## config.mk

```make
export PLATFORM = sky130hd
export DESIGN_NAME = firefly_led_array
export DESIGN_NICKNAME = d
export VERILOG_FILES = /design/src/rtl/firefly_led_array.sv
export SDC_FILE = /design/constraint.sdc
export NUM_CORES = 1
export LEC_CHECK = 0
export CAP_MARGIN = 20
export CORE_UTILIZATION = 45
export CTS_BUF_LIST = sky130_fd_sc_hd__clkbuf_4 sky130_fd_sc_hd__clkbuf_8
export CTS_CLUSTER_SIZE = 12
export DETAILED_ROUTE_END_ITERATION = 10
export GPL_TIMING_DRIVEN = 0
export PLACE_DENSITY = 0.72
export RECOVER_POWER = 100
export SLEW_MARGIN = 10
export SYNTH_ARGS = -nofsm -noshare
export SYNTH_HDL_FRONTEND = slang
export SYNTH_SLANG_ARGS = --single-unit
```

## constraint.sdc

```tcl
create_clock -name clk -period 3.2 [get_ports clk]
set_input_delay 0.32 -clock clk [delete_from_list [all_inputs] [get_ports clk]]
set_output_delay 0.32 -clock clk [all_outputs]
set_load 0.01 [all_outputs]
```

## src/rtl/firefly_led_array.sv

```systemverilog
// firefly_led_array: multi-channel breathing-LED PWM engine with manual override.
// Define FIREFLY_LED_GAMMA_EN for squared (gamma) brightness instead of linear duty.
module firefly_led_array #(
   parameter int CHANNELS   = 8,
   parameter int PWM_BITS   = 8,
   parameter int PRESCALE_W = 16
) (
   input  logic                clk,
   input  logic                reset_n,
   input  logic [CHANNELS-1:0] led_in,
   input  logic                led_we,
   output logic [CHANNELS-1:0] led_out,
   input  logic [31:0]         firefly_led_a,
   input  logic [31:0]         firefly_led_b,
   input  logic                firefly_led_req,
   output logic                firefly_led_busy
);
   localparam logic [1:0] S_IDLE = 2'd0;
   localparam logic [1:0] S_LOAD = 2'd1;
   localparam logic [1:0] S_RUN  = 2'd2;
   localparam logic [PWM_BITS-1:0] PWM_MAX = '1;
   localparam int STEP = (1 << PWM_BITS) / CHANNELS;

   logic [1:0]            r_state;
   logic [CHANNELS-1:0]   r_mask;
   logic [PRESCALE_W-1:0] r_div;
   logic [PRESCALE_W-1:0] r_pre;
   logic [PWM_BITS-1:0]   r_cnt;
   logic [PWM_BITS-1:0]   r_duty [CHANNELS];
   logic [CHANNELS-1:0]   r_up;
   logic                  r_manual;
   logic [CHANNELS-1:0]   r_manual_reg;
   logic [CHANNELS-1:0]   r_led;

   logic                  w_accept;
   logic                  w_period_end;
   logic                  w_step;
   logic [PWM_BITS-1:0]   w_level [CHANNELS];
   logic [CHANNELS-1:0]   w_on;
   logic                  w_unused;

   assign w_accept         = firefly_led_req & (r_state != S_LOAD);
   assign w_period_end     = (r_state == S_RUN) & (r_cnt == PWM_MAX);
   assign w_step           = w_period_end & (r_pre == r_div);
   assign firefly_led_busy = (r_state == S_LOAD);
   assign led_out          = r_led;
   assign w_unused         = ^{firefly_led_a, firefly_led_b};

   for (genvar g = 0; g < CHANNELS; g++) begin : g_ch
`ifdef FIREFLY_LED_GAMMA_EN
      logic [2*PWM_BITS-1:0] w_sq;
      assign w_sq       = {{PWM_BITS{1'b0}}, r_duty[g]} * {{PWM_BITS{1'b0}}, r_duty[g]};
      assign w_level[g] = PWM_BITS'(w_sq >> PWM_BITS);
`else
      assign w_level[g] = r_duty[g];
`endif
      assign w_on[g] = (r_cnt < w_level[g]);
   end

   always_ff @(posedge clk or negedge reset_n) begin
      if (!reset_n) begin
         r_state      <= S_IDLE;
         r_mask       <= '0;
         r_div        <= '0;
         r_pre        <= '0;
         r_cnt        <= '0;
         r_up         <= '1;
         r_manual     <= 1'b0;
         r_manual_reg <= '0;
         r_led        <= '0;
         for (int i = 0; i < CHANNELS; i++) r_duty[i] <= '0;
      end else begin
         r_state <= w_accept ? S_LOAD : ((r_state == S_LOAD || r_state == S_RUN) ? S_RUN : S_IDLE);
         r_led   <= r_manual ? r_manual_reg : (r_mask & w_on & {CHANNELS{r_state == S_RUN}});
         // a manual write in the same cycle as an accepted call keeps manual mode
         if (led_we) begin
            r_manual_reg <= led_in;
            r_manual     <= 1'b1;
         end else if (w_accept) begin
            r_manual <= 1'b0;
         end
         if (w_accept) begin
            r_mask <= firefly_led_a[CHANNELS-1:0];
            r_div  <= firefly_led_b[PRESCALE_W-1:0];
            r_pre  <= '0;
            r_cnt  <= '0;
            r_up   <= '1;
            for (int i = 0; i < CHANNELS; i++) r_duty[i] <= PWM_BITS'(i * STEP);
         end else if (r_state == S_RUN) begin
            r_cnt <= r_cnt + 1'b1;
            if (w_period_end) r_pre <= w_step ? '0 : r_pre + 1'b1;
            if (w_step) begin
               for (int i = 0; i < CHANNELS; i++) begin
                  if (r_up[i]) begin
                     if (r_duty[i] == PWM_MAX) begin
                        r_duty[i] <= r_duty[i] - 1'b1;
                        r_up[i]   <= 1'b0;
                     end else begin
                        r_duty[i] <= r_duty[i] + 1'b1;
                     end
                  end else if (r_duty[i] == '0) begin
                     r_duty[i] <= r_duty[i] + 1'b1;
                     r_up[i]   <= 1'b1;
                  end else begin
                     r_duty[i] <= r_duty[i] - 1'b1;
                  end
               end
            end
         end
      end
   end
endmodule
```

==> summary.md, run 1 <==
The hold violation total from the final report is 0, and the cell depth of the worst flop-to-flop path is 7. In the routed design, unresolved DRC markers number 0. The count of buffers inserted at the top-level ports was 43. The launch instance of the worst min-delay path was firefly_led_b[10].

The largest register by flop count is r_duty. Synthesis instantiated 58 different standard cells from the library. Post-CTS timing repair inserted 0 buffers for setup. The largest single stage delay on the critical path is 0.84 ns. Counting along the longest clock path gives a buffer depth of 2. The number of placed instances, taps included, is 1,369. The reported max-cap violation count is 1, and the post-route clock period utilization is 96.3%.

Data on the critical path arrives at its endpoint at 3.44 ns. For this run, asynchronously set or reset flops after synthesis account for 100%. The startpoint identified for the worst register-to-register timing path is r_cnt[6].

The cell area that synthesis handed to floorplanning was 0.00913 mm². For the setup slack after placement, the log shows -0.270 ns. After the first detailed-routing iteration, the DRC count stood at 717.

Die width: 144 µm. The minimum setup slack in the final design came out at 0.118 ns. The via count of the first global-routing pass came out at 7,832.

In the final routed layout, each cell accounts on average for 18.0 µm. Traced cell by cell, the critical path runs through and4_1 > nand3_1 > or3_1 > nor2_1 > clkbuf_1 > a21oi_1 > a311oi_1. Entering global routing, the biggest net connects 96 pins. Measured against its own limit, the worst slew margin works out to -45.7%. The type of element capturing the critical path is a flop.

The die covers 0.0209 mm². The logs give 324 MHz for the upper clock frequency limit and 45 for the number of slew-limit violations in the final report. The filler-free cell count of the finished design was 1,402. The category of the worst setup path launch point was a flop. The via count normalized by instance count was 5.76; the deepest level of the CTS H-tree was 4.

The tools report the total half-perimeter wirelength after legalization and detailed placement as 17.4 mm. The congestion estimate from routability-driven global placement came to 0.923. The tools report the slack of the worst reg-to-reg path as 0.12 ns. For this run, the number of Yosys warnings is 0. Once the floorplan was initialized, standard cells occupied 46.4% of the core. The tools report the capture endpoint of the worst hold path as r_div[10]. Row generation in the floorplan step produced 51 rows.

Setup repair after global routing left no endpoint under its margin. The run gives 8,079 as the via count. The tools report the sequential cell fraction of total power as 46.4%.

The transition at the pin with the smallest max-transition slack is 2.19 ns. The share of synthesized area occupied by flip-flops and latches is 38.2%, and the switching portion of total power is 30.6%. Among cell families on the critical path, the largest total delay comes from simple AND/OR/NAND/NOR gates.

The tree is rooted in a clkbuf_8. The proportion of power drawn by combinational gates was 18.1%. The run gives 0 ns as the sum of negative setup slack. The number of buffer and inverter stages on the critical path is 1, and the fraction of the core area covered by cells at the end of the flow is 52.8%. The number of setup violations in the final report came out at 0.

The dominant synthesized flop cell is dfrtp_1. The clock net in this run drives a total of 139 sinks. Count of fill cells added during filler insertion: 1,886. Once detail routing completed, the nets flagged for antenna violations numbered 0. The number of flip-flops and latches in the synthesized netlist was 139. The run finished, with violations left. The clock-pin slew reported for the worst setup and hold paths after clock tree synthesis was 0.08 ns. Dividing total power by cell area gives a power density of 424 mW/mm². Slowest cell on the critical path: dfrtp_1. Worst clock skew: 0.0120 ns. The synthesized netlist net count is 1,220. The final reports fail on max-capacitance violations, max-slew violations. From bottom edge to top edge, the die measures 144 µm. The number of antenna diodes in the final layout is 0. The run gives 0.377 ns as the minimum hold slack. The tools report the sum of routed wire length over all layers as 25.2 mm. The tools report the number of nets in the final layout as 1,284. The tightest min-delay check is of the in -> reg type.

The run gives 0 as the initial antenna violation count. Number of buffers created by CTS: 17. The relative contribution of the clock network to total power was 35.4%; the shortest period the worst path allows was 3.08 ns. The area growth from synthesis to layout is 13.7%.

The logs give 0.0197 mm² for the core outline area and 4.54 nW for the leakage power. The clock reaches the later pin of the worst-skew pair after 0.47 ns. In this run, synthesis inferred 0 flip-flops with an integrated enable.

The global-route wire length before repair came out at 40.6 mm. Design internal power: 3.06 mW. The synthesized instance count came out at 1,060. The largest registers in the layout are r_duty: 64 flops, r_div: 16 flops, r_pre: 16 flops.

TritonCTS built the clock tree. The worst supply voltage drop on vdd is 0.291 mV, and the flip-flop count of the largest register after layout is 64. The worst hold path passes through 3 cells. Cells with a size suffix above 1 make up 6.60% of the layout. The total overflow left after global routing is 0. By startpoint and endpoint, the worst setup path is classified as reg -> reg. The count of boundary I/O pins was 85; the first-pass detailed-route iteration total was 5.

A synthesized cell averages 8.61 µm². Global routing consumed, over all layers together, 25.9% of the routing resources. The critical path required time is 3.56 ns. For this design the total switching power over the nets is 1.35 mW.

The reg-to-reg critical path endpoint is r_duty[22]. In this run the worst path has a maximum fanout of 11.
==> power by group through the flow <==
stage          clock (mW)  sequential, mW  combinational [mW]
2_1_floorplan           0            2.04               0.463
3_3_place_gp            0            2.08               0.777
3_5_place_dp            0            2.08               0.799
4_1_cts              1.59            2.04               0.810
5_1_grt              1.66            2.06               0.896
6_report             1.56            2.04               0.799
==> worst max-delay path by stage <==
| stage | from | end | cells after the start |
|---|---|---|---|
| 6_report | r_cnt[6] | r_duty[22] | 7 |
| 5_1_grt | r_cnt[6] | r_duty[22] | 7 |
| 4_1_cts | r_cnt[2] | r_duty[22] | 7 |
| 3_5_place_dp | r_cnt[1] | r_duty[16] | 9 |
| 3_3_place_gp | reset_n | r_duty[19] | 1 |
| 2_1_floorplan | r_pre[9] | r_duty[38] | 8 |
==> worst min-delay path, cell delays in order <==
cell and delay [ns]:
clkdlybuf4s50_1 0.40, nand2_1 0.06, nand2_1 0.04
==> logic make-up after synthesis <==
group,after synthesis,share of synthesized area (%)
adder cells (fa/ha/maj),84,11.5
flip-flops,139,38.2
buffers and inverters,121,5.09
multiplexers,36,4.15
AO/OA/AOI/OAI,248,16.2
AND/OR/NAND/NOR,391,20.9
XOR/XNOR,41,3.93
==> layer usage <==
layer,vias up,routed length [µm],track usage [%]
met1,3854,11300,35.2
met3,65,1650,5.17
met5,-,0,0
met2,260,11300,39.6
li1,3900,-,-
met4,0,949,11.6
==> repair_timing <==
action / 4_1_cts / 5_1_grt
endpoints found under the setup margin: 10 / 3
hold endpoints to repair: 43 / 0
hold buffers: 1 / 0
resized for setup: 3 / 4
==> cell type report <==
type	instances	area (µm²)	area share, %
buffer	42	168	1.62
clock buffer	22	290	2.80
clock inverter	10	140	1.35
inverter	79	297	2.86
multi-input combinational	800	5190	50.0
sequential	139	3490	33.7
tap	265	332	3.20
timing repair buffer	45	468	4.51
==> synthesized netlist by cell type (7+ instances only) <==
| master | number | share of area [%] |
|---|---|---|
| xnor2_1 | 19 | 1.8 |
| nand4_1 | 18 | 1.2 |
| xor2_1 | 22 | 2.1 |
| and3_1 | 12 | 0.82 |
| nor3_1 | 19 | 1.0 |
| dfrtp_1 | 131 | 36 |
| dfstp_2 | 8 | 2.3 |
| nand3_1 | 37 | 2.0 |
| mux2_2 | 15 | 1.9 |
| nand4b_1 | 8 | 0.77 |
| inv_1 | 79 | 3.2 |
| nand2_1 | 153 | 6.3 |
| o31ai_1 | 12 | 0.99 |
| o21ai_0 | 78 | 4.3 |
| ha_1 | 84 | 12 |
| nor4_1 | 17 | 1.2 |
| a21boi_0 | 14 | 1.2 |
| a31oi_1 | 12 | 0.82 |
| nor2_1 | 56 | 2.3 |
| clkbuf_1 | 34 | 1.4 |
| a21oi_1 | 89 | 4.9 |
| mux2i_1 | 21 | 2.3 |
| or3_1 | 41 | 2.8 |
| and4_1 | 7 | 0.67 |
==> metrics by stage <==
step	instance area [µm²]	power [mW]
after global routing	10400	4.61
after floorplan	9130	2.50
after global placement	9890	2.85
after detailed placement	9920	2.88
final	10400	4.40
after CTS	10400	4.44
==> layout by cell type (no fill, tap or decap), types with 14 or more instances in the layout <==
cell	netlist	routed
nor3_1	19	19
nand4_1	18	18
or3_1	41	41
xnor2_1	19	19
xor2_1	22	22
o21ai_0	78	78
a21boi_0	14	14
a21oi_1	89	89
mux2i_1	21	21
clkdlybuf4s50_1	0	33
nor4_1	17	15
inv_1	79	79
clkbuf_8	0	20
nor2_1	56	56
ha_1	84	84
nand2_1	153	153
clkbuf_1	34	34
mux2_2	15	15
dfrtp_1	131	127
nand3_1	37	37
No activity file was read; power rests on OpenSTA's default activity.
==> inputs of run 2 (changes only) <==
--- a/config.mk
+++ b/config.mk
@@ -17,3 +17,4 @@
 export SYNTH_ARGS = -nofsm -noshare
 export SYNTH_HDL_FRONTEND = slang
 export SYNTH_SLANG_ARGS = --single-unit
+export TNS_END_PERCENT = 1
==> results of run 2 <==
No change in the layout: final DEF, timing and power equal those of run 1.
==> inputs of run 3 (changes only) <==
--- a/config.mk
+++ b/config.mk
@@ -13,6 +13,7 @@
 export GPL_TIMING_DRIVEN = 0
 export PLACE_DENSITY = 0.72
 export RECOVER_POWER = 100
+export SKIP_CTS_REPAIR_TIMING = 1
 export SLEW_MARGIN = 10
 export SYNTH_ARGS = -nofsm -noshare
 export SYNTH_HDL_FRONTEND = slang
==> summary.md, run 3 (synthesized netlist as in run 1, its figures left out) <==
The flow ran to the end, but the final reports show violations. The checks that failed: max-capacitance violations, max-slew violations. Worst max-slew margin expressed relative to the limit: -45.4%. Largest register by flop count: r_duty. The count of fill cells added during filler insertion is 1,884, and the area after detailed placement is 0.00992 mm².

In this run the deepest clock path goes through 2 buffers. The tools report the number of nets with antenna violations after routing as 0. The first global-routing pass estimated 40.6 mm of wire.

The fraction of layout instances using a drive strength above 1 is 6.60%, and the via count of the first global-routing pass is 7,819. At the later pin of the worst-skew pair, clock insertion delay measures 0.47 ns. Measured along the y axis, the die boundary spans 144 µm.

Delay of the slowest critical-path stage: 0.86 ns. TritonCTS built the clock tree. The first detailed-routing pass ran for 5 iterations. The finished layout holds 1,402 standard cells, fillers aside. Setup repair after global routing could not meet its margin everywhere. The number of slew-limit violations in the final report is 45, and the maximum number of pins on one net before global-route repair is 96. The flip-flop count of the largest register after layout is 64. The library cell used most frequently in the layout, excluding fill and tap cells, is nand2_1.

The critical path goes through and4_1 > nand3_1 > or3_1 > nor2_1 > clkbuf_1 > a21oi_1 > a311oi_1. In this run the worst path has a maximum fanout of 13. The hold violation total from the final report is 0. Once detailed placement completed, the half-perimeter wirelength came to 17.4 mm.

The tightest min-delay check is of the in -> reg type. STA classifies the critical path startpoint as a flop. The tools report the number of setup violations in the final report as 0. The number of placed instances with taps included came out at 1,369. In the final routed layout, each cell accounts on average for 18.1 µm. After global routing the overflow that remains totals 0. The post-layout instance area came out at 0.0104 mm². CTS built an H-tree with a depth of 4. In the routed layout, each cell is associated on average with a via count of 5.75. The largest registers in the layout are r_duty: 64 flops, r_div: 16 flops, r_pre: 16 flops. The worst setup path is captured at a flop.

The area growth from synthesis to final layout is 13.7%, and the clock-pin slew reported for the worst setup and hold paths after clock tree synthesis is 0.09 ns. Across all hold checks on the routed design, the worst slack comes to 0.374 ns. Dividing total power by cell area gives a power density of 425 mW/mm². The setup path with the least slack is of type reg -> reg. For this run, design rule violations remaining after detail routing come to 0. In this run the core area contains 51 standard-cell rows. The initial antenna violation count came out at 0. Number of buffers created by CTS: 17. The top cell types in the final layout, fill and taps aside, are nand2_1, dfrtp_1, a21oi_1. The reported max-cap violation count is 1, and the count of boundary I/O pins is 85.

The die width works out to 144 µm. The repair_antennas step left the layout with diodes totalling 0. Summed over all layers, the routed wires come to 25.4 mm. OpenSTA, run right after detailed placement, puts the worst setup slack at -0.270 ns. The tools report the leakage power as 4.54 nW. The total number of clock tree sinks is 139. The routed layout has 8,064 vias. The placer congestion estimate came out at 0.923. Data on the critical path arrives at its endpoint at 3.47 ns. The logs give 0.0209 mm² for the floorplan die area and 0.0134 ns for the worst clock skew.

For this design, the slowest cell found on the critical path is dfrtp_1. In the finished design, the share of the clock period the worst path needs comes to 97.0%. The logs give 25.8% for the global-route usage over all layers and 0.292 mV for the worst supply voltage drop on vdd.

Timing would allow up to 322 MHz. In this run, the number of DRC markers left after iteration 0 of detailed routing was 662. The count of buffers inserted at the top-level ports is 43. The number of nets in the final layout was 1,284. The transition at the pin with the smallest max-transition slack works out to 2.18 ns. CTS placed an instance of clkbuf_8 at the clock tree root. After layout, the minimum clock period comes to 3.10 ns.

The critical path required time was 3.56 ns; the core outline area was 0.0197 mm². The logs give 46.4% for the effective utilization at floorplan and 0.0967 ns for the minimum setup slack in the final design.
==> run 3: cell count changes in the layout (fill, tap and decap cells not counted) <==
cell,change
dfrtp_2,-1
buf_2,+2
clkdlybuf4s50_1,+1
clkbuf_1,-1
dfrtp_1,+1
dlygate4sd3_1,-1
clkbuf_2,-1
==> run 3: cell type report <==
| cell class | instances | area, µm² | area share [%] |
|---|---|---|---|
| plain buffers | 42 | 169 | 1.63 |
| well taps | 265 | 332 | 3.20 |
| clock inverters | 10 | 140 | 1.35 |
| clock buffers | 22 | 290 | 2.80 |
| repair buffers | 45 | 468 | 4.51 |
| inverters | 79 | 297 | 2.86 |
| flip-flops and latches | 139 | 3490 | 33.7 |
| multi-input cells | 800 | 5190 | 50.0 |
==> run 3: report_power, final <==
group	switching, mW	internal, mW	leakage, nW	total (mW)
sequential	0.134	1.91	1.76	2.04
clock	0.716	0.851	0.212	1.57
combinational	0.504	0.300	2.57	0.804
total	1.35	3.06	4.54	4.41
==> run 3: critical path, delay by kind of cell (launching register included) <==
family,cells,cell delay [ns]
and+or+nand+nor,4,1.16
DFF,1,0.86
buffers and inverters,1,0.57
AOI/OAI and AO/OA,2,0.39
==> run 3: per-layer routing <==
layer,global-route usage (%),up-vias,part of all wire (%)
met3,5.17,68,6.5
li1,-,3900,-
met1,35.2,3848,45
met4,11.6,0,4.0
met2,39.5,248,45
met5,0,-,0
==> run 3: final timing paths <==
path / start / end / slack, ns / cells after the start
min in group asynchronous: reset_n / r_div[6] / 1.21 / 2
max in group asynchronous: reset_n / r_cnt[1] / 0.57 / 2
max reg2reg: r_cnt[4] / r_duty[22] / 0.1 / 7
min: firefly_led_b[6] / r_div[6] / 0.37 / 3
max: r_cnt[4] / r_duty[22] / 0.1 / 7
min reg2reg: r_mask[5] / r_mask[5] / 0.49 / 2
==> run 3: stage by stage <==
step	utilization [%]	TNS, ns	power, mW
2_1_floorplan	-	0	2.50
3_3_place_gp	50.3	-526.25	2.85
3_5_place_dp	50.5	-2.37	2.88
4_1_cts	52.7	-2.55	4.43
5_1_grt	52.8	-0.00375	4.62
6_report	52.8	0	4.41
